`config.mk`:
```
export PLATFORM = sky130hd
export DESIGN_NAME = seg_pipe_addsub
export DESIGN_NICKNAME = d
export VERILOG_FILES = /design/src/rtl/seg_pipe_addsub.sv
export SDC_FILE = /design/constraint.sdc
export NUM_CORES = 1
export LEC_CHECK = 0
export BUFFER_PORTS_ARGS = -buffer_cell sky130_fd_sc_hd__buf_2
export CAP_MARGIN = 10
export CORE_ASPECT_RATIO = 0.9
export CORE_MARGIN = 2
export CORE_UTILIZATION = 61
export DETAILED_ROUTE_END_ITERATION = 10
export MAX_ROUTING_LAYER = met4
export PLACE_DENSITY = 0.88
export SYNTH_ARGS = -nofsm -noshare
export SYNTH_HDL_FRONTEND = slang
export SYNTH_SLANG_ARGS = --single-unit
export TNS_END_PERCENT = 5
```
`constraint.sdc`:
```
create_clock -name clk -period 5.73 [get_ports clk]
set_input_delay 1.4325 -clock clk [delete_from_list [all_inputs] [get_ports clk]]
set_output_delay 1.4325 -clock clk [all_outputs]
set_load 0.005 [all_outputs]
```
`src/rtl/seg_pipe_addsub.sv`:
```
// Pipelined two's-complement adder/subtractor: one SEG-bit segment per stage, carry registered between stages.
// Optional signed saturation of the result is compiled in with SEG_PIPE_ADDSUB_SAT_EN.
module seg_pipe_addsub #(
  parameter int N   = 32,
  parameter int SEG = 8
) (
  input  logic         clk,
  input  logic         rst_n,
  input  logic         in_valid,
  output logic         in_ready,
  input  logic [N-1:0] a,
  input  logic [N-1:0] b,
  input  logic         sub,
  output logic         out_valid,
  input  logic         out_ready,
  output logic [N-1:0] out,
  output logic         cout,
  output logic         ovf
);

  localparam int STAGES = N / SEG;

  // Handshake: the whole pipe advances together whenever the output slot is
  // empty or being drained; an op is accepted on in_valid && in_ready.
  logic         adv;
  logic [N-1:0] bx_in;

  assign adv      = !out_valid || out_ready;
  assign in_ready = adv;
  assign bx_in    = b ^ {N{sub}};

  genvar k;
  generate
    for (k = 0; k < STAGES; k++) begin : g_stage
      localparam int LO   = k * SEG;
      localparam int DONE = (k + 1) * SEG;

      // a_cur/bx_cur hold the operand bits not yet consumed; the low segment is resolved here.
      logic [N-LO-1:0] a_cur;
      logic [N-LO-1:0] bx_cur;
      logic            cin;
      logic            v_in;
      logic [SEG:0]    sum;
      logic [DONE-1:0] res_d;
      logic [DONE-1:0] res_next;
      logic [DONE-1:0] res_q;
      logic            v_q;
      logic            c_q;

      if (k == 0) begin : g_src
        assign a_cur  = a;
        assign bx_cur = bx_in;
        assign cin    = sub;
        assign v_in   = in_valid;
        assign res_d  = sum[SEG-1:0];
      end else begin : g_src
        assign a_cur  = g_stage[k-1].g_ops.a_q;
        assign bx_cur = g_stage[k-1].g_ops.bx_q;
        assign cin    = g_stage[k-1].c_q;
        assign v_in   = g_stage[k-1].v_q;
        assign res_d  = {sum[SEG-1:0], g_stage[k-1].res_q};
      end

      assign sum = {1'b0, a_cur[SEG-1:0]} + {1'b0, bx_cur[SEG-1:0]} + {{SEG{1'b0}}, cin};

      if (k < STAGES - 1) begin : g_ops
        logic [N-DONE-1:0] a_q;
        logic [N-DONE-1:0] bx_q;

        always_ff @(posedge clk or negedge rst_n) begin
          if (!rst_n) begin
            a_q  <= '0;
            bx_q <= '0;
          end else if (adv && v_in) begin
            a_q  <= a_cur[N-LO-1:SEG];
            bx_q <= bx_cur[N-LO-1:SEG];
          end
        end
      end

      if (k == STAGES - 1) begin : g_last
        logic carry_msb;
        logic ovf_d;
        logic ovf_q;

        // Carry into bit N-1 recovered from the MSB sum bit; equals cin when SEG = 1.
        assign carry_msb = sum[SEG-1] ^ a_cur[SEG-1] ^ bx_cur[SEG-1];
        assign ovf_d     = carry_msb ^ sum[SEG];

`ifdef SEG_PIPE_ADDSUB_SAT_EN
        localparam logic [N-1:0] POS_LIM = {1'b0, {(N-1){1'b1}}};
        localparam logic [N-1:0] NEG_LIM = {1'b1, {(N-1){1'b0}}};

        // Overflow needs like-signed effective operands, so A's sign gives the direction.
        assign res_next = ovf_d ? (a_cur[SEG-1] ? NEG_LIM : POS_LIM) : res_d;
`else
        assign res_next = res_d;
`endif

        always_ff @(posedge clk or negedge rst_n) begin
          if (!rst_n) begin
            ovf_q <= 1'b0;
          end else if (adv && v_in) begin
            ovf_q <= ovf_d;
          end
        end
      end else begin : g_mid
        assign res_next = res_d;
      end

      always_ff @(posedge clk or negedge rst_n) begin
        if (!rst_n) begin
          v_q   <= 1'b0;
          c_q   <= 1'b0;
          res_q <= '0;
        end else if (adv) begin
          v_q <= v_in;
          if (v_in) begin
            c_q   <= sum[SEG];
            res_q <= res_next;
          end
        end
      end
    end
  endgenerate

  assign out_valid = g_stage[STAGES-1].v_q;
  assign out       = g_stage[STAGES-1].res_q;
  assign cout      = g_stage[STAGES-1].c_q;
  assign ovf       = g_stage[STAGES-1].g_last.ovf_q;

endmodule

```
After elaboration in Yosys (flattened, before gate mapping) --
Cells that the tools add are included. Widths: inputs -> output; s select.
Word-level totals: output and inout bits 36, flip-flop bits (word level) 185, word-level logic and storage cells 41, bits of input ports 69
Operators by class: $add $sub $neg 8, bitwise gates (word level) 4, reductions and logical operators 10
Operators with widths (count):
- $add 8x8->9 | 4
- $add 9x1->9 | 4
- $xor 32x32->32 | 1
- $reduce_and 2->1 | 4
- $logic_and 1x1->1 | 4
- $xor 1x1->1 | 3
- $logic_not 1->1 | 1
- $logic_or 1x1->1 | 1

Logic depth before layout (Yosys ltp) --
Gate-level depths: netlist (run 1).
depth in word-level cells 5, depth in mapped cells 11, depth with buffers taken out 9

Worst setup path before layout (run 1) --
No wires, ideal clock.
path type input-to-reg, from input sub, to register g_stage[0].res_q[6], path slack 2442 ps, stages on the path 10, buffers on the path 2, arrival time 3150 ps, required time 5592 ps, setup time 138 ps, cells stage by stage clkbuf_1 buf_2 xor2_1 ha_1 nor2b_1 o21a_1 o21ai_0 nand2b_1 a211oi_1 o31ai_1
Between the ends: cells in the longest elaborated chain, start to end 3
RTL lines:
- start, declared | RTL line 13 | input logic sub,
- $xor 32x32->32 | RTL line 30 | assign bx_in = b ^ {N{sub}};
- $add 8x8->9 | RTL line 64 | assign sum = {1'b0, a_cur[SEG-1:0]} + {1'b0, bx_cur[SEG-1:0]} + {{SEG{1'b0}}, cin};
- $add 9x1->9 (*) | RTL line 64
- end signal, assigned | RTL line 120 | res_q <= res_next;
- end, declared | RTL line 46 | logic [DONE-1:0] res_q;
Mark *: on every way between the ends. The rest lies on a longest branch, timed or not. A chain may end at the register's enable or synchronous reset.

Worst setup path in the final report (run 1) --
from input out_ready, to output in_ready
Between the ends: cells in the longest elaborated chain, start to end 1
RTL lines:
- start, declared | RTL line 15 | input logic out_ready,
- $logic_or 1x1->1 | RTL line 28 | assign adv = !out_valid || out_ready;
- end, declared | RTL line 10 | output logic in_ready,
No other way between the ends.

==> metrics.cfg, run 1 <==
[layout]
instances_no_fill = 929
drive_gt1_frac = 0.361
mostFrequentLayoutCells = dfrtp_1, mux2_2, buf_2, o21ai_0, nand2_1
layout_commonest_cell = dfrtp_1
n_fill_cell = 883
syn_to_final_growth_pct = 16.0
nets = 852
diodes = 0

[clock_network]
h-tree-depth = 4
clk_path_buf_depth = 2
clk_pin_slew_worst_paths_ns = 0.07
cts_setup_buffers = 0
cts_resized = 0
insertion_delay_ns = 0.43
cts_hold_buf = 0
numCtsBuffers = 17
cts_sinks = 185
cts_tree = built
clockRootBuffer = clkbuf_16

[global_routing]
grt_max_degree = 124
grt_pass1_vias = 5552
antenna_found_initial = 0
overflow = 0
track_usage = 0.256
grt_pass1_wl_um = 27600

[floorplan]
pin_count = 105
die_w_um = 127
die_h_um = 114
core_area_sq_mm = 0.0133
start_util = 0.620
die_area_sq_mm = 0.0145
row_count = 40

[yosys]
ys_seq_area_frac = 0.560
synth_nets = 754
synth_compound_area_frac = 0.0809
synth_cells = 650
synth_area_sq_mm = 0.00826
ys_types = 35
avgSynthCellArea_sq_um = 12.7
synthXorXnorAreaFrac = 0.0600
yosys.area.top_type = dfrtp_1
synth_top_area_share = 0.560
synth_top_family_by_area = multiplexers
synthAdderAreaFrac = 0.0594
muxShareOfSynthArea = 0.170
synth-simple-area-share = 0.0454
yosys_warnings = 0
synth_area_leaders = dfrtp_1, mux2_2, ha_1
ys_ff_latch = 185

[route]
post-route-drc-count = 0
ant_nets = 0
wl_per_cell_um = 18.0
avgViaCountPerCell = 5.65
dr.first_iter.drc_count = 377
dr.pass1.iters = 5
drt_wl_total_um = 16700
num_vias = 5249

[power]
ir_drop_v = 0.000283
switchingPower_w = 0.00190
swShare = 0.333
p_clk_frac = 0.229
combPwrFrac = 0.378
p_int_w = 0.00380
power_density_mw_per_mm2 = 594
p_leak_nw = 4.48
finalPower_w = 0.00569
power_frac_seq = 0.393

[sta]
max_slew.worst_pin.slew_ns = 1.09
holdWs_ns = 0.473
setup_viol = 0
fmax_ghz = 0.273
report.final.slew_viol_count = 0
fin_skew_ns = 0.00736
min_period_ns = 3.66
setup_tns_ns = 0
grt_setup_unrepaired = no
worst_slack_ns = 2.07
max_slew_margin = 0.275
hold_viol_final = 0
finalCritPeriodShare = 0.640

[place]
placement.io_buffers = 104
gp_congestion = 0.947
hpwlAfterDp_um = 11100
dp_cells = 897
post-place-ws_ns = 1.80

[flow_run]
drv_cap = 0

[critical_path]
critPathKind = in2out
crit_required_ns = 4.30
startpoint_type = primary input
crit_path_end_kind = primary output
worstPathArrival_ns = 2.23
worstPathMaxFanout = 12

[outcome]
status = complete, no violations

[hold_path]
hold_path.class = reg2reg

==> cells by family (layout without fill, tap and decap cells) <==
family	Yosys count	count (layout)
XOR/XNOR	55	55
AO/OA/AOI/OAI	115	115
adder cells (fa/ha/maj)	35	35
flip-flops	185	185
multiplexers	125	125
AND/OR/NAND/NOR	88	88
buffers and inverters	47	158
==> cell type report <==
| type | count | area (sq um) | area share |
|---|---|---|---|
| clock buffers | 19 | 453 | 0.0473 |
| clock inverters | 13 | 214 | 0.0223 |
| inverters | 18 | 67.6 | 0.00705 |
| multi-input cells | 418 | 3450 | 0.360 |
| flip-flops and latches | 185 | 4630 | 0.483 |
| well taps | 168 | 210 | 0.0219 |
| repair buffers | 108 | 557 | 0.0581 |
==> stage by stage <==
stage	util	cell area, sq um
final	0.720	9580
after global placement	0.670	8910
after global routing	0.720	9580
after CTS	0.720	9580
after floorplan	-	8260
after detailed placement	0.670	8910
==> power by group through the flow <==
stage	Clock [W]	Combinational (W)	Sequential (W)
5_1_grt	0.00138	0.00239	0.00230
6_report	0.00130	0.00215	0.00224
4_1_cts	0.00132	0.00217	0.00224
3_5_place_dp	0	0.00212	0.00225
3_3_place_gp	0	0.00200	0.00221
2_1_floorplan	0	0.00162	0.00214
==> worst max-delay path, cell delays in order <==
cell and delay (ns):
buf_2 0.07, nand2b_1 0.49, buf_2 0.24
==> registers in the layout, summed over array words and instances (netlist names) <==
name and cells:
g_stage.g_ops.bx_q 48, g_stage.v_q 3, g_stage.res_q 48, ovf 1, out_valid 1, cout 1, g_stage.g_ops.a_q 48, g_stage.c_q 3
out 32
==> Yosys cell counts <==
library cell  instances
dfrtp_1             185
mux2_2              124
o21ai_0              65
nand2_1              59
xnor2_1              35
ha_1                 28
a21oi_1              20
xor2_1               19
inv_1                18
buf_2                15
clkbuf_1             14
nor2_1                8
fa_1                  7
nand2b_1              6
a211oi_1              5
o21a_1                5
a21o_1                4
nor2b_1               4
nor3_1                4
o31ai_1               3
or2_2                 3
nand3_1               2
nand4_1               2
o211ai_1              2
o21ai_1               2
o21bai_1              2
a211oi_2              1
a21o_2                1
a31oi_1               1
mux2i_1               1
o21ai_2               1
o2bb2ai_1             1
o31a_1                1
o31ai_4               1
xnor3_1               1
==> final timing paths <==
kind                       slack (ns)            from  depth (start not counted)                  endpoint
setup reg to reg                 3.34  g_stage[2].c_q                          9                   out[30]
setup / recovery                 2.07       out_ready                          3                  in_ready
hold reg to reg                  0.47         out[28]                          1                   out[28]
max in group asynchronous        3.43           rst_n                          2                    out[7]
hold / removal                   0.47         out[28]                          1                   out[28]
min in group asynchronous        1.18           rst_n                          1  g_stage[0].g_ops.a_q[12]
==> metal layers <==
layer  part of all wire  up-vias  global-route usage
li1                   -     2452                   -
met1               0.43     2615               0.313
met2               0.51      142               0.426
met3              0.041       40              0.0584
met4              0.023        0              0.0916
met5                  0        -                   -
No activity file was read; power rests on OpenSTA's default activity.
==> inputs of run 2 (changes only) <==
CORE_UTILIZATION = 52   (was 61)
PLACE_DENSITY = 0.81   (was 0.88)
clock period = 3.37 ns   (was 5.73 ns; I/O delays follow)
==> run 2 against run 1 <==
Setup slack got worse by 1.2 ns. Largest power group unchanged. Global-route usage decreased by 4.1 points. Highest routed layer unchanged. Die area increased by 17%. Final cell count increased by 4.3%. Clock power increased by 67%. Non-clock buffer count increased by 6. Register-to-register slack got worse by 2.2 ns. Final area increased by 1.3%.
==> metrics.cfg, run 2 (same netlist as run 1, synthesis figures left out) <==
[outcome]
status = complete, no violations

[route]
dr.first_iter.drc_count = 298
post-route-drc-count = 0
drt_wl_total_um = 16400
num_vias = 5269
avgViaCountPerCell = 5.44
wl_per_cell_um = 16.9
ant_nets = 0
dr.pass1.iters = 4

[sta]
hold_viol_final = 0
setup_tns_ns = 0
fmax_ghz = 0.406
max_slew_margin = 0.441
fin_skew_ns = 0.00790
grt_setup_unrepaired = no
finalCritPeriodShare = 0.731
min_period_ns = 2.46
setup_viol = 0
worst_slack_ns = 0.906
max_slew.worst_pin.slew_ns = 0.835
report.final.slew_viol_count = 0

[floorplan]
core_area_sq_mm = 0.0155
row_count = 43
die_w_um = 137
die_h_um = 124
pin_count = 105
die_area_sq_mm = 0.0169
start_util = 0.533

[critical_path]
r2r-end = g_stage[1].res_q[14]
cp_common_cell = buf_2
critPathSlowestCell = nand2b_1
worstPathMaxFanout = 12
critical_path.top_delay_family = simple AND/OR/NAND/NOR gates
crit_end = in_ready
cpPeakStageDelay_ns = 0.47
startpoint_type = primary input
worst-r2r-setup-slack_ns = 1.11
crit_cells = 3
worstPathArrival_ns = 1.62
crit_chain = buf_2 -> nand2b_1 -> buf_2
crit_path_end_kind = primary output
crit_required_ns = 2.53
critPathKind = in2out
worstSetupStartpoint = out_ready
r2r_cells = 9
crit_buf_inv = 2
r2r-start = g_stage[0].c_q

[layout]
nets = 858
syn_to_final_growth_pct = 17.5
drive_gt1_frac = 0.364
finalInstanceArea_sq_mm = 0.00971
mostFrequentLayoutCells = dfrtp_1, mux2_2, buf_2, o21ai_0, nand2_1
diodes = 0
n_fill_cell = 1180
instances_no_fill = 969
top_regs = g_stage.g_ops.a_q (48), g_stage.g_ops.bx_q (48), g_stage.res_q (48)
layout_commonest_cell = dfrtp_1

[clock_network]
cts_sinks = 185
h-tree-depth = 4
numCtsBuffers = 17
insertion_delay_ns = 0.43
cts_hold_buf = 0
clockRootBuffer = clkbuf_16
cts_resized = 0
clk_path_buf_depth = 2
clk_pin_slew_worst_paths_ns = 0.06
cts_tree = built
cts_setup_buffers = 0

[global_routing]
grt_pass1_vias = 5555
grt_pass1_wl_um = 27000
antenna_found_initial = 0
grt_max_degree = 71
overflow = 0
track_usage = 0.216

[power]
power_density_mw_per_mm2 = 994
p_leak_nw = 4.52
ir_drop_v = 0.000474

[place]
placement.io_buffers = 104
gp_congestion = 0.820
placed_area_sq_mm = 0.00906
dp_cells = 937
post-place-ws_ns = 0.625
hpwlAfterDp_um = 11400

[flow_run]
drv_cap = 0

[hold_path]
hold_path.class = in2async

-- run 2: changes by cell type in the layout (fill, tap and decap cells not counted), sizes merged --
cell | previous run | this run
inv | 20 | 21
buf | 108 | 114
clkinv | 4 | 3
-- run 2: power breakdown --
part	internal (W)	switching, W
Sequential	0.00322	0.000589
Clock	0.00133	0.000846
Combinational	0.00193	0.00175
Total	0.00647	0.00318
-- run 2: metal layers --
layer / GRT usage / wire length, um / vias to the layer above
met4: 0.0921 / 437 / 0
met2: 0.348 / 8220 / 134
met3: 0.0415 / 639 / 30
met1: 0.269 / 7090 / 2641
li1: - / - / 2464
met5: - / 0 / -
-- run 2: how the worst min path moves through the flow --
| stage | startpoint | endpoint | slack, ns | cells after the start |
|---|---|---|---|---|
| finish | rst_n | g_stage[0].g_ops.a_q[19] | 0.42 | 1 |
| global route | rst_n | g_stage[1].res_q[5] | 0.45 | 1 |
| CTS | rst_n | out[3] | 0.43 | 1 |
| detailed placement | out[28] | out[28] | 0.46 | 1 |
| global placement | g_stage[0].g_ops.bx_q[8] | g_stage[0].g_ops.bx_q[8] | 0.46 | 2 |
| floorplan | g_stage[2].v_q | out_valid | 0.44 | 2 |
-- run 2: per-stage QoR --
step | power (W) | hold slack [ns] | utilization
floorplan | 0.00639 | 0.436 | -
global placement | 0.00724 | 0.458 | 0.585
detailed placement | 0.00748 | 0.465 | 0.585
CTS | 0.00971 | 0.430 | 0.627
global route | 0.0103 | 0.453 | 0.627
finish | 0.00965 | 0.422 | 0.627
-- run 2: cell type report --
| type | instances | area (sq um) | area share |
|---|---|---|---|
| multi-input cells | 418 | 3450 | 0.355 |
| inverters | 18 | 67.6 | 0.00696 |
| clock inverters | 13 | 216 | 0.0223 |
| flip-flops and latches | 185 | 4630 | 0.477 |
| repair buffers | 114 | 664 | 0.0684 |
| clock buffers | 19 | 433 | 0.0446 |
| well taps | 202 | 253 | 0.0260 |
==> inputs of run 3 (changes only) <==
clock period = 2.15 ns   (was 3.37 ns; I/O delays follow)
==> run 3 against run 2 <==
Sequential share of layout area fell by 0.61 points. Routed wire length grew 0.48%. Non-clock buffer count increased by 12. First-iteration DRC count grew 23%. Setup slack lost 0.84 ns. Register-to-register slack worse by 1.0 ns. Clock-buffer cell count is 4 higher. Final area increased by 1.3%. Critical endpoint is now ovf. Largest cell class unchanged. Largest power group is now combinational cells. Highest routed layer unchanged.
==> metrics.cfg, run 3 (same netlist as run 1, synthesis figures left out) <==
[outcome]
status = complete, no violations

[floorplan]
row_count = 43
core_area_sq_mm = 0.0155
start_util = 0.533
die_area_sq_mm = 0.0169
die_w_um = 137
die_h_um = 124
pin_count = 105

[clock_network]
h-tree-depth = 4
clk_pin_slew_worst_paths_ns = 0.07
cts_tree = built
numCtsBuffers = 17
clockRootBuffer = clkbuf_16
insertion_delay_ns = 0.42
clk_path_buf_depth = 2
cts_hold_buf = 0
cts_sinks = 185

[sta]
grt_setup_unrepaired = yes
hold_viol_final = 0
fin_skew_ns = 0.0116
report.final.slew_viol_count = 0
setup_tns_ns = 0
max_slew_margin = 0.689
worst_slack_ns = 0.0669
min_period_ns = 2.08
max_slew.worst_pin.slew_ns = 0.467
fmax_ghz = 0.480
finalCritPeriodShare = 0.969
setup_viol = 0

[place]
hpwlAfterDp_um = 11900
post-place-ws_ns = -0.0940
placed_area_sq_mm = 0.00921
placement.io_buffers = 104
gp_congestion = 0.887

[layout]
nets = 870
mostFrequentLayoutCells = dfrtp_1, mux2_2, buf_2, o21ai_0, nand2_1
utilization = 0.635
syn_to_final_growth_pct = 19.1
diodes = 0
finalInstanceArea_sq_mm = 0.00983
top_regs = g_stage.g_ops.a_q (48), g_stage.g_ops.bx_q (48), g_stage.res_q (48)
layout_commonest_cell = dfrtp_1
drive_gt1_frac = 0.384

[critical_path]
r2r-end = ovf
r2r_cells = 9
crit_path_end_kind = register
r2r-start = g_stage[2].c_q
crit_end = ovf
crit_required_ns = 2.46
critPathKind = reg2reg
worstSetupStartpoint = g_stage[2].c_q
worstPathArrival_ns = 2.40
worst-r2r-setup-slack_ns = 0.07
worstPathMaxFanout = 3
startpoint_type = register

[route]
dr.first_iter.drc_count = 366
wl_per_cell_um = 16.8
drt_wl_total_um = 16500
dr.pass1.iters = 4
post-route-drc-count = 0
avgViaCountPerCell = 5.43
num_vias = 5315
ant_nets = 0

[hold_path]
hold_path.class = in2async

[global_routing]
grt_pass1_vias = 5671
grt_use_met1 = 0.273
overflow = 0
grt_max_degree = 54
track_usage = 0.216
grt_pass1_wl_um = 27300
busiest_layer = met2
use_met3 = 0.0501
antenna_found_initial = 0
use_met2 = 0.343

[power]
p_leak_nw = 4.58
finalPower_w = 0.0151
ir_drop_v = 0.000804
power_density_mw_per_mm2 = 1540

[flow_run]
drv_cap = 0

-- run 3: cell count changes in the layout (fill, tap and decap cells not counted), moves of 2 or more --
| cell | previous run | this run |
|---|---|---|
| buf_4 | 5 | 13 |
| fa_1 | 7 | 1 |
| fa_2 | 0 | 6 |
| buf_12 | 5 | 9 |
| o21ai_0 | 65 | 61 |
| clkbuf_8 | 0 | 3 |
| bufinv_16 | 5 | 3 |
| clkinvlp_4 | 2 | 0 |
| inv_6 | 2 | 0 |
| o21ai_1 | 2 | 4 |
| o21ai_2 | 1 | 3 |
-- run 3: metrics by stage --
| step | cells | hold WS (ns) |
|---|---|---|
| 2_1_floorplan | 650 | 0.242 |
| 3_3_place_gp | 949 | 0.457 |
| 3_5_place_dp | 949 | 0.462 |
| 4_1_cts | 979 | 0.0549 |
| 5_1_grt | 979 | 0.0717 |
| 6_report | 979 | 0.0451 |
-- run 3: layout make-up --
class / count / area [sq um]
clock inverter: 7 / 118
inverter: 18 / 67.6
tap: 202 / 253
timing repair buffer: 126 / 805
multi-input combinational: 418 / 3480
fill: 1134 / 5660
clock buffer: 23 / 478
sequential: 185 / 4630
-- run 3: report_power, final --
group,internal [W],switching (W)
registers,0.00505,0.000909
logic,0.00319,0.00285
clock network,0.00191,0.00123
total,0.0101,0.00499
-- run 3: worst min-delay path by stage --
stage / depth (start not counted) / slack [ns] / from / endpoint
final: 1 / 0.05 / rst_n / g_stage[0].g_ops.a_q[13]
after global routing: 1 / 0.07 / rst_n / g_stage[0].g_ops.a_q[13]
after detailed placement: 1 / 0.46 / out[28] / out[28]
after global placement: 1 / 0.46 / out[28] / out[28]
after CTS: 1 / 0.05 / rst_n / g_stage[0].g_ops.a_q[11]
after floorplan: 0 / 0.24 / rst_n / cout
-- run 3: worst max-delay path, stage by stage (launching register included) --
cell       delay (ns)
dfrtp_1          0.40
fa_2             0.42
inv_1            0.08
fa_1             0.18
nor2b_1          0.06
o31a_1           0.27
o211ai_1         0.20
o2bb2ai_2        0.15
xnor2_1          0.14
o21ai_1          0.07
-- run 3: what timing repair did --
item	CTS	global route
pin swaps	1	0
setup buffers	0	0
endpoints found under the setup margin	5	11
resized for setup	4	7
hold endpoints to repair	0	0
-- run 3: per-layer routing --
metal  wire, um  vias up
li1           -     2476
met1       7370     2661
met2       7960      145
met3        739       33
met4        385        0
met5          0        -
